**src/rtl/seq_det_pkg.sv**
```systemverilog
// Shared definitions for the programmable serial pattern detector family.
// State encodings stay plain localparams so legacy netlists keep their encoding.
package seq_det_pkg;

  localparam logic [0:0] ST_IDLE = 1'b0;
  localparam logic [0:0] ST_RUN  = 1'b1;

  localparam int unsigned DEF_MAX_LEN = 8;
  localparam int unsigned DEF_CNT_W   = 8;

  // Length field must hold 0..MAX_LEN inclusive so out-of-range loads are visible.
  function automatic int unsigned calc_len_w(input int unsigned max_len);
    return $clog2(max_len) + 1;
  endfunction

endpackage

```
**src/rtl/seq_match_cnt.sv**
```systemverilog
// Saturating up-counter with clear priority over increment.
// Reusable by any detector that reports a running event count.
module seq_match_cnt
  import seq_det_pkg::*;
#(
  parameter int unsigned CNT_W = DEF_CNT_W
) (
  input  logic             clk,
  input  logic             rst,
  input  logic             i_inc,
  input  logic             i_clr,
  output logic [CNT_W-1:0] o_count
);

  localparam logic [CNT_W-1:0] CNT_SAT = {CNT_W{1'b1}};

  logic [CNT_W-1:0] r_count;
  logic [CNT_W-1:0] w_count_d;

  always_comb begin
    w_count_d = r_count;
    if (i_clr) begin
      w_count_d = '0;
    end else if (i_inc && (r_count != CNT_SAT)) begin
      w_count_d = r_count + 1'b1;
    end
  end

  always_ff @(posedge clk or posedge rst) begin
    if (rst) begin
      r_count <= '0;
    end else begin
      r_count <= w_count_d;
    end
  end

  assign o_count = r_count;

endmodule

```
**src/rtl/seq_det_prog.sv**
```systemverilog
// Programmable serial pattern detector: run-time pattern, length and overlap mode,
// registered one-cycle match pulse and a saturating match counter.
module seq_det_prog
  import seq_det_pkg::*;
#(
  parameter int unsigned MAX_LEN = DEF_MAX_LEN,
  parameter int unsigned CNT_W   = DEF_CNT_W,
  localparam int unsigned LEN_W  = calc_len_w(MAX_LEN)
) (
  input  logic               clk,
  input  logic               rst,
  input  logic               i_in_valid,
  input  logic               i_in_bit,
  input  logic               i_cfg_load,
  input  logic [MAX_LEN-1:0] i_cfg_pattern,
  input  logic [LEN_W-1:0]   i_cfg_len,
  input  logic               i_cfg_overlap,
  input  logic               i_count_clr,
  output logic               o_match,
  output logic [CNT_W-1:0]   o_match_count,
  output logic               o_cfg_err,
  output logic               o_active
);

  logic [0:0]         r_state;
  logic [MAX_LEN-1:0] r_pat;
  logic [LEN_W-1:0]   r_len;
  logic               r_overlap;
  logic [MAX_LEN-1:0] r_hist;
  logic [LEN_W-1:0]   r_fill;
  logic               r_match;
  logic               r_cfg_err;
  logic               r_active;

  logic               w_len_ok;
  logic [0:0]         w_state_d;
  logic               w_shift;
  logic [MAX_LEN-1:0] w_hist_shift;
  logic [LEN_W-1:0]   w_fill_inc;
  logic [LEN_W-1:0]   w_fill_d;
  logic [MAX_LEN-1:0] w_mask;
  logic               w_match_d;

  assign w_len_ok = (i_cfg_len != '0) && (i_cfg_len <= LEN_W'(MAX_LEN));

  always_comb begin
    w_state_d = r_state;
    if (i_cfg_load) begin
      w_state_d = w_len_ok ? ST_RUN : ST_IDLE;
    end
  end

  // A coincident config load takes the cycle; the stream bit is dropped.
  assign w_shift      = (r_state == ST_RUN) && i_in_valid && !i_cfg_load;
  assign w_hist_shift = {r_hist[MAX_LEN-2:0], i_in_bit};
  assign w_fill_inc   = (r_fill == LEN_W'(MAX_LEN)) ? r_fill : r_fill + 1'b1;

  always_comb begin
    w_mask = '0;
    for (int i = 0; i < MAX_LEN; i++) begin
      w_mask[i] = (LEN_W'(i) < r_len);
    end
  end

  // Compare on post-shift history; fill gates out stale bits left after a match.
  assign w_match_d = w_shift && (w_fill_inc >= r_len) &&
                     (((w_hist_shift ^ r_pat) & w_mask) == '0);

  assign w_fill_d = (w_match_d && !r_overlap) ? '0 : w_fill_inc;

  always_ff @(posedge clk or posedge rst) begin
    if (rst) begin
      r_state   <= ST_IDLE;
      r_pat     <= '0;
      r_len     <= '0;
      r_overlap <= 1'b0;
      r_hist    <= '0;
      r_fill    <= '0;
      r_match   <= 1'b0;
      r_cfg_err <= 1'b0;
      r_active  <= 1'b0;
    end else begin
      r_state  <= w_state_d;
      r_active <= (w_state_d == ST_RUN);
      if (i_cfg_load) begin
        r_pat     <= i_cfg_pattern;
        r_len     <= i_cfg_len;
        r_overlap <= i_cfg_overlap;
        r_hist    <= '0;
        r_fill    <= '0;
        r_match   <= 1'b0;
        r_cfg_err <= !w_len_ok;
      end else begin
        r_match <= w_match_d;
        if (w_shift) begin
          r_hist <= w_hist_shift;
          r_fill <= w_fill_d;
        end
      end
    end
  end

  seq_match_cnt #(
    .CNT_W (CNT_W)
  ) u_match_cnt (
    .clk     (clk),
    .rst     (rst),
    .i_inc   (w_match_d),
    .i_clr   (i_count_clr),
    .o_count (o_match_count)
  );

  assign o_match   = r_match;
  assign o_cfg_err = r_cfg_err;
  assign o_active  = r_active;

endmodule

```
**config.mk**
```make
export PLATFORM = sky130hd
export DESIGN_NAME = seq_det_prog
export DESIGN_NICKNAME = d
export VERILOG_FILES = /design/src/rtl/seq_det_pkg.sv /design/src/rtl/seq_match_cnt.sv /design/src/rtl/seq_det_prog.sv
export SDC_FILE = /design/constraint.sdc
export NUM_CORES = 1
export LEC_CHECK = 0
export ABC_AREA = 1
export BUFFER_PORTS_ARGS = -buffer_cell sky130_fd_sc_hd__buf_2
export CORE_AREA = 2 2 93 95
export CTS_CLUSTER_DIAMETER = 60
export DETAILED_ROUTE_END_ITERATION = 7
export DIE_AREA = 0 0 95 97
export GPL_TIMING_DRIVEN = 0
export SYNTH_ARGS = -nofsm -noshare
export SYNTH_HDL_FRONTEND = slang
export SYNTH_SLANG_ARGS = --single-unit
```
**constraint.sdc**
```tcl
create_clock -name clk -period 2.82 [get_ports clk]
set_input_delay 0.423 -clock clk [delete_from_list [all_inputs] [get_ports clk]]
set_output_delay 0.423 -clock clk [all_outputs]
set_load 0.01 [all_outputs]
```
======== After elaboration in Yosys (flattened, before gate mapping) ========
Index checks and enable logic that the tools add are counted.
operators by class
  reduce and logical (&&, ||, !) cells .... 14
  add/sub/neg operators ................... 2
  bitwise gates (word level) .............. 2
  order comparisons ....................... 10
  muxes and demuxes ....................... 10
  equal/unequal tests ..................... 2
operators by type and width
  kind                                                                          count
  3-bit by 4-bit less-than comparator with 1-bit output (first input constant)  4
  4-bit two-way mux                                                             4
  8-bit two-way mux                                                             2
  7-bit two-way mux                                                             2
  8-bit by 1-bit adder with 8-bit output (second input constant)                1
  8-bit AND                                                                     1
  8-bit zero test                                                               1
  1-bit by 4-bit less-than comparator with 1-bit output (first input constant)  2
  2-bit by 4-bit less-than comparator with 1-bit output (first input constant)  2
  8-bit != test (second input constant)                                         1
  8-bit bitwise XOR                                                             1
  1-bit logical AND                                                             7
  4-bit by 1-bit adder with 4-bit output (second input constant)                1
  4-bit == test (second input constant)                                         1
  4-bit greater-or-equal comparator                                             1
  4-bit less-or-equal comparator (second input constant)                        1
  2-bit nonzero test                                                            2
  4-bit nonzero test                                                            1
  1-bit zero test                                                               3
  1-bit two-way mux                                                             2
word-level totals
  bits of input ports ..................... 19
  logic and storage cells ................. 49
  output and inout port bits .............. 11
  bits in registers ....................... 35

======== Longest topological paths before layout ========
Gate-level depths: netlist (run 1).
  depth in word-level cells ............... 9
  depth in mapped cells ................... 17
  gate-level depth less buffers ........... 17

======== Hierarchy ========
From an unflattened synthesis (run 1), not the netlist that was laid out.
second synthesis, totals
  cell total of the unflattened synthesis .. 262
  area, all modules ....................... 2010.7 um^2
modules (own cells, without submodules)
  module         area each (um^2)  instances  seq. area each (um^2)  cells each
  seq_det_prog   1503.9            1          675.6                  193
  seq_match_cnt  506.7             1          200.2                  69

======== Worst setup path after synthesis (run 1) ========
No wires, ideal clock.
  path type ............................... register -> register
  start ................................... reg r_fill[0]
  end ..................................... reg r_fill[0]
  arrival time ............................ 1.876 ns
  path slack .............................. 0.828 ns
  setup time .............................. 0.117 ns
  cell stages (with the launch flop) ...... 18
  buffers on the path ..................... 0
  clock period less this slack ............ 1.992 ns
  required time ........................... 2.703 ns
  cells stage by stage .................... dfrtp_1 inv_1 ha_1 nand2_1 nor2_1 xor2_1 ha_1 inv_1 nand2_1 nand2_1 nand2_1 nand2_1 nand2_1 nand3_4 nor2_8 nand2_4 nand2_1 nand2_1
on the way
  cells in the longest elaborated chain, start to end .. 9
  elaborated cells between the ends (all ways) .. 10
  classes of those cells .................. add/sub (1); order compare (1); eq/ne (1); mux (4); reduce/logical (3)
RTL lines
  element                                                                         line                RTL
  from (decl)                                                                     seq_det_prog.sv:30  logic [LEN_W-1:0] r_fill;
  from (signal assigned)                                                          seq_det_prog.sv:97  r_fill <= w_fill_d;
  4-bit by 1-bit adder with 4-bit output / 4-bit == test (equally long branches)  seq_det_prog.sv:56  assign w_fill_inc = (r_fill == LEN_W'(MAX_LEN)) ? r_fill : r_fill + 1'b1;
  4-bit two-way mux *                                                             seq_det_prog.sv:56
  4-bit greater-or-equal comparator                                               seq_det_prog.sv:66  assign w_match_d = w_shift && (w_fill_inc >= r_len) &&
  1-bit logical AND (2 in a row)                                                  seq_det_prog.sv:66
  1-bit logical AND                                                               seq_det_prog.sv:69  assign w_fill_d = (w_match_d && !r_overlap) ? '0 : w_fill_inc;
  4-bit two-way mux *                                                             seq_det_prog.sv:69
  4-bit two-way mux *                                                             seq_det_prog.sv:95  if (w_shift) begin
  4-bit two-way mux *                                                             seq_det_prog.sv:85  if (i_cfg_load) begin
Mark *: on every way between the ends. The rest lies on a longest branch, timed or not. The select of a mux whose other input is x is not followed.
A chain may end at the register's enable or synchronous reset.

======== Final worst setup path (run 1) ========
Same ends and word-level chain as after synthesis.

==> impl_metrics.toml, run 1 <==
[global_route]
grt_usage_pct = 10.77
gr-total-overflow = 0
grt_max_degree = 36
grt_pass1_wl_um = 7776
grt_pass1_vias = 1681
antenna_found_initial = 0

[placed_design]
place.port_buffers = 28
hpwl_um = 3128
placed_area_mm2 = 0.002290
place.gp.congestion = 0.8146

[floorplan]
fp.dieH_um = 97
die_w_um = 95
initial_core_util_pct = 24.81
die-area_mm2 = 0.009215
fp.coreArea_mm2 = 0.008134
rows = 33
io_pins = 30

[synthesis]
ys_types = 28
synth_fa_ha_area_share_pct = 4.340
synth.largest_area_cell = "dfrtp_1"
synth_area_mm2 = 0.002018
synth-edff-count = 0
yosysMostFrequentCell = "nand2_1"
synthTopCellsByCount = "83 x nand2_1, 42 x inv_1, 35 x dfrtp_1"
netlist_instances = 255
ys_ff_latch = 35
synth-async-reset-ratio_pct = 100.0
synth_area_leaders = "dfrtp_1 43%, nand2_1 15%, inv_1 7.8%"
ys_seq_area_share_pct = 43.40
syn_avg_cell_area_um2 = 7.914
synth_nets = 281
synth_flop_cell = "dfrtp_1"
synth-xor-area-share_pct = 3.906
yosys_warnings = 0
synthMuxAreaShare_pct = 0
synth_top_family_by_area = "simple AND/OR/NAND/NOR gates"
synthSimpleGateAreaFrac_pct = 32.73
synth_compound_area_share_pct = 6.448
synth.top_cell.area_share_pct = 43.40

[clock_tree]
cts_sinks = 35
cts_buffer_depth = 2
clkTransAtPathRegs_ns = 0.07
clk_latency_ns = 0.29
numCtsBuffers = 5
post-cts-setup-buffers = 0
h-tree-depth = 2
cts_resized = 0
cts_hold_buffers = 0
root_buffer = "clkbuf_8"
cts_tree = "yes"

[worst_setup_path]
endpoint_kind = "flop"
crit_chain = "inv_1 -> ha_1 -> nand2_1 -> nor2_1 -> xor2_1 -> ha_1 -> inv_1 -> nand2_1 -> nand2_1 -> nand2_1 -> nand2_1 -> nand2_1 -> nand3_4 -> nor2_8 -> nand2_4 -> nand2_1 -> nand2_1"
r2r_start = "r_fill[0]$_DFFE_PP0P_"
r2r_setup_slack_ns = 0.62
crit_type = "reg -> reg"
cp-startpoint = "r_fill[0]$_DFFE_PP0P_"
critPathArrivalTime_ns = 2.38
cp.required_ns = 3.00
cp_top_family = "simple AND/OR/NAND/NOR gates"
crit_path_end = "r_fill[0]$_DFFE_PP0P_"
slowest_delay_ns = 0.43
crit_path_top_delay_cell = "dfrtp_1"
path_buf_inv = 2
r2r_cells = 17
r2r_end = "r_fill[0]$_DFFE_PP0P_"
crit_fanout = 10
worstSetupStartpointType = "flop"
cp_common_cell = "nand2_1"
worst-path-stages = 17

[detailed_routing]
antenna_left = 0
drt-initial-drc-count = 61
dr.pass1.iters = 4
wirelength_um = 4260
dr_total_vias = 1644
vias_per_cell = 4.152
drc_errors = 0
post_drt_wl_per_cell_um = 10.76

[finish]
diodes = 0
fillers = 875
syn2layout_area_growth_pct = 18.41
drive_above_1_share_pct = 17.87
design_area_mm2 = 0.002390
multi_input_area_um2 = 957.2
finish.net_count = 316
register_area_um2 = 875.8

[sta]
fin_skew_ns = 0.007109
fin_setup_tns_ns = 0
hold_viol_final = 0
maxSlewHeadroom_pct = 49.65
finalCritPeriodShare_pct = 77.94
setup_viol = 0
worst_pin_slew_ns = 0.7542
fin_crit_ns = 2.198
grt_setup_unrepaired = "false"
slew_violations = 0
fmax_mhz = 455.0

[pwr]
power_density_mw_per_mm2 = 466.8
max-vdd-ir-drop_uv = 146.9
leakagePower_uw = 0.001342

[worst_hold_path]
hold_class = "in -> async"

[run_status]
status = "completed"

[run]
cap_violations = 0
==> cell type report <==
| type | instances | area share, % |
|---|---|---|
| plain buffers | 5 | 1.152 |
| multi-input cells | 173 | 40.05 |
| flip-flops and latches | 35 | 36.65 |
| repair buffers | 28 | 5.864 |
| well taps | 105 | 5.497 |
| inverters | 42 | 6.597 |
| clock buffers | 8 | 4.188 |
==> metrics by stage <==
step	setup slack [ns]	utilization, %	power (µW)	hold WS, ns	std cells
finish	0.6220	29.38	1116	0.2677	396
global route	0.3515	29.38	1179	0.3414	396
CTS	0.6117	29.38	1128	0.2964	396
detailed placement	0.6249	28.15	718.9	0.4685	388
global placement	0.6527	28.15	716.1	0.4679	388
floorplan	0.8278	-	670.4	0.4623	255
==> worst reg2reg max path: stages (launching register included) <==
cell and delay (ns):
dfrtp_1 0.43, inv_1 0.07, ha_1 0.19, nand2_1 0.07
nor2_1 0.05, xor2_1 0.16, ha_1 0.28, inv_1 0.04
nand2_1 0.04, nand2_1 0.05, nand2_1 0.05, nand2_1 0.07
nand2_1 0.10, nand3_4 0.09, nor2_8 0.20, nand2_4 0.08
nand2_1 0.07, nand2_1 0.05
==> metal layers <==
layer	global-route usage, %	wire length (µm)
met5	0	0
met4	2.676	51
met3	3.037	186
met2	16.09	1844
met1	15.30	2178
==> kinds of logic (layout without fill, tap and decap cells) <==
family | count (synthesis) | count (layout)
xor gates and xnor gates | 9 | 9
DFF | 35 | 35
adders and majority gates | 7 | 7
and+or+nand+nor | 134 | 134
AOI/OAI and AO/OA | 23 | 23
buffers and inverters | 47 | 83
==> worst min path at each step <==
| stage | end | slack (ns) | cells past startpoint |
|---|---|---|---|
| floorplan | r_pat[3]$_DFFE_PP0P_ | 0.46 | 2 |
| global placement | o_cfg_err$_DFFE_PP0P_ | 0.47 | 2 |
| detailed placement | o_cfg_err$_DFFE_PP0P_ | 0.47 | 2 |
| CTS | u_match_cnt.o_count[0]$_DFFE_PP0P_ | 0.30 | 2 |
| global route | r_pat[0]$_DFFE_PP0P_ | 0.34 | 2 |
| finish | r_pat[0]$_DFFE_PP0P_ | 0.27 | 2 |
==> cells in the final DEF (no fill, tap or decap) <==
cell / count
nand3_1: 14
nor3_1: 2
nor4_1: 1
buf_2: 29
nor3_4: 1
ha_1: 7
nor2_8: 2
nor2_1: 13
nand4_2: 1
o21ai_0: 13
nand3_4: 1
nand2_2: 1
nand4_1: 8
o21a_1: 1
clkbuf_1: 4
nand3_2: 2
clkbuf_8: 7
nor2_2: 1
nor2_4: 1
xnor2_1: 2
o22ai_1: 7
inv_2: 1
xor2_1: 7
nand2_1: 83
dfrtp_1: 35
a21oi_1: 1
buf_6: 1
nand2_4: 3
a21oi_2: 1
inv_1: 41
==> sequential cells by signal, indices dropped and copies added, names as in the netlist <==
signal / flops
r_pat: 8
u_match_cnt.o_count: 8
r_hist: 7
r_fill: 4
r_len: 4
o_active: 1
o_cfg_err: 1
o_match: 1
r_overlap: 1
==> report_power, final <==
group | total, µW | switching [µW] | internal [µW]
clock | 408 | 184 | 223
sequential | 544 | 18.2 | 525
combinational | 164 | 107 | 57.1
Note: power is estimated with default switching activity, not from simulation.
==> run 2: changes to the inputs <==
- clock period: 2.82 -> 2.3 ns (I/O delays scaled with it)
==> impl_metrics.toml, run 2 (synthesis gave the netlist of run 1 again) <==
[run_status]
status = "completed"

[detailed_routing]
dr_total_vias = 1666
antenna_left = 0
drt-initial-drc-count = 63
dr.pass1.iters = 4
post_drt_wl_per_cell_um = 11.04
wirelength_um = 4383
vias_per_cell = 4.196
drc_errors = 0

[clock_tree]
clk_latency_ns = 0.29
numCtsBuffers = 5
post-cts-setup-buffers = 0
clkTransAtPathRegs_ns = 0.07
cts_hold_buffers = 0
h-tree-depth = 2
cts_buffer_depth = 2
cts_resized = 0
cts_tree = "yes"
root_buffer = "clkbuf_8"
cts_sinks = 35

[global_route]
grt_pass1_vias = 1681
antenna_found_initial = 0
grt-busiest-layer = "met2"
met3_usage_pct = 3.037
grt_max_degree = 36
gr-total-overflow = 0
use_met1_pct = 15.30
grt_usage_pct = 10.77
grtUsageMet2_pct = 16.09
grt_pass1_wl_um = 7776

[worst_hold_path]
hold_class = "in -> async"

[finish]
fin_cells = 397
mostFrequentLayoutCell = "nand2_1"
fillers = 870
syn2layout_area_growth_pct = 20.52
drive_above_1_share_pct = 21.23
final_cell_mix = "76 x nand2_1, 41 x inv_1, 35 x dfrtp_1"
finish.net_count = 317
diodes = 0

[pwr]
switching_share_pct = 28.21
max-vdd-ir-drop_uv = 181.0
power.internal_uw = 990.7
leakagePower_uw = 0.001348
power_density_mw_per_mm2 = 567.3
seq_power_share_pct = 48.3
switchingPower_uw = 389.3
comb_power_share_pct = 15.4
power_frac_clock_pct = 36.3

[sta]
hold_viol_final = 0
finalCritPeriodShare_pct = 92.77
slew_violations = 0
grt_setup_unrepaired = "true"
fmax_mhz = 468.7
setup_slack_ns = 0.1664
fin_crit_ns = 2.134
maxSlewHeadroom_pct = 49.81
worst_pin_slew_ns = 0.7518
fin_skew_ns = 0.005793
setup_viol = 0

[placed_design]
hpwl_um = 3128
dpl.cell_count = 388
pre_cts_ws_ns = 0.1049
place.port_buffers = 28
place.gp.congestion = 0.8146

[worst_setup_path]
crit_fanout = 5
worstSetupStartpointType = "flop"
crit_type = "reg -> reg"
cp.required_ns = 2.48
r2r_cells = 17
endpoint_kind = "flop"
critPathArrivalTime_ns = 2.32

[floorplan]
rows = 33
die-area_mm2 = 0.009215
fp.dieH_um = 97
die_w_um = 95
fp.coreArea_mm2 = 0.008134
io_pins = 30
initial_core_util_pct = 24.81

[run]
cap_violations = 0
[run 2: through the flow]
step | cell area (µm²) | hold slack [ns] | util [%] | TNS [ns] | total power [µW]
after CTS | 2390 | 0.2184 | 29.38 | 0 | 1384
after global placement | 2290 | 0.4679 | 28.15 | 0 | 878.0
after global routing | 2432 | 0.2634 | 29.90 | -0.2505 | 1457
after floorplan | 2018 | 0.4616 | - | 0 | 822.0
final | 2432 | 0.1871 | 29.90 | 0 | 1380
after detailed placement | 2290 | 0.4685 | 28.15 | 0 | 881.5
[run 2: power groups by stage]
stage	Clock (µW)	Sequential, µW	Combinational (µW)
2_1_floorplan	0	675	147
3_3_place_gp	0	677	201
3_5_place_dp	0	678	204
4_1_cts	512	666	206
5_1_grt	539	671	248
6_report	501	666	213
[run 2: layout make-up]
cell class	count	area (µm²)	share of cell area [%]
timing repair buffer	28	140.1	5.761
buffer	5	27.53	1.132
sequential	35	875.8	36.01
multi-input combinational	174	999.7	41.10
clock buffer	8	100.1	4.115
tap	105	131.4	5.401
inverter	42	157.7	6.481
[run 2: routing by layer]
layer | up-vias | routed length [µm]
met3 | 6 | 225
li1 | 879 | -
met4 | 0 | 55
met5 | - | 0
met2 | 34 | 1904
met1 | 747 | 2198
[run 2: worst max-delay path: stages (launching register included)]
cell and delay [ns]:
dfrtp_1 0.43, inv_1 0.07, ha_2 0.17, nand2_2 0.07, nor2_2 0.04, xor2_1 0.17
ha_1 0.29, inv_1 0.04, nand2_1 0.04, nand2_1 0.04, nand2_1 0.07, nand2_2 0.07
nand2_2 0.07, nand3_4 0.11, nor2_8 0.15, nand2_4 0.08, nand2_1 0.06, nand2_1 0.04
[run 2: final timing paths]
| path | endpoint | slack, ns | start |
|---|---|---|---|
| min reg2reg | o_cfg_err$_DFFE_PP0P_ | 0.48 | o_cfg_err$_DFFE_PP0P_ |
| max reg2reg | r_fill[1]$_DFFE_PP0P_ | 0.17 | r_fill[0]$_DFFE_PP0P_ |
| max in group asynchronous | r_len[3]$_DFFE_PP0P_ | 1.64 | rst |
| max | r_fill[1]$_DFFE_PP0P_ | 0.17 | r_fill[0]$_DFFE_PP0P_ |
| min | r_pat[0]$_DFFE_PP0P_ | 0.19 | rst |
| min in group clk | r_pat[3]$_DFFE_PP0P_ | 0.25 | i_cfg_pattern[3] |
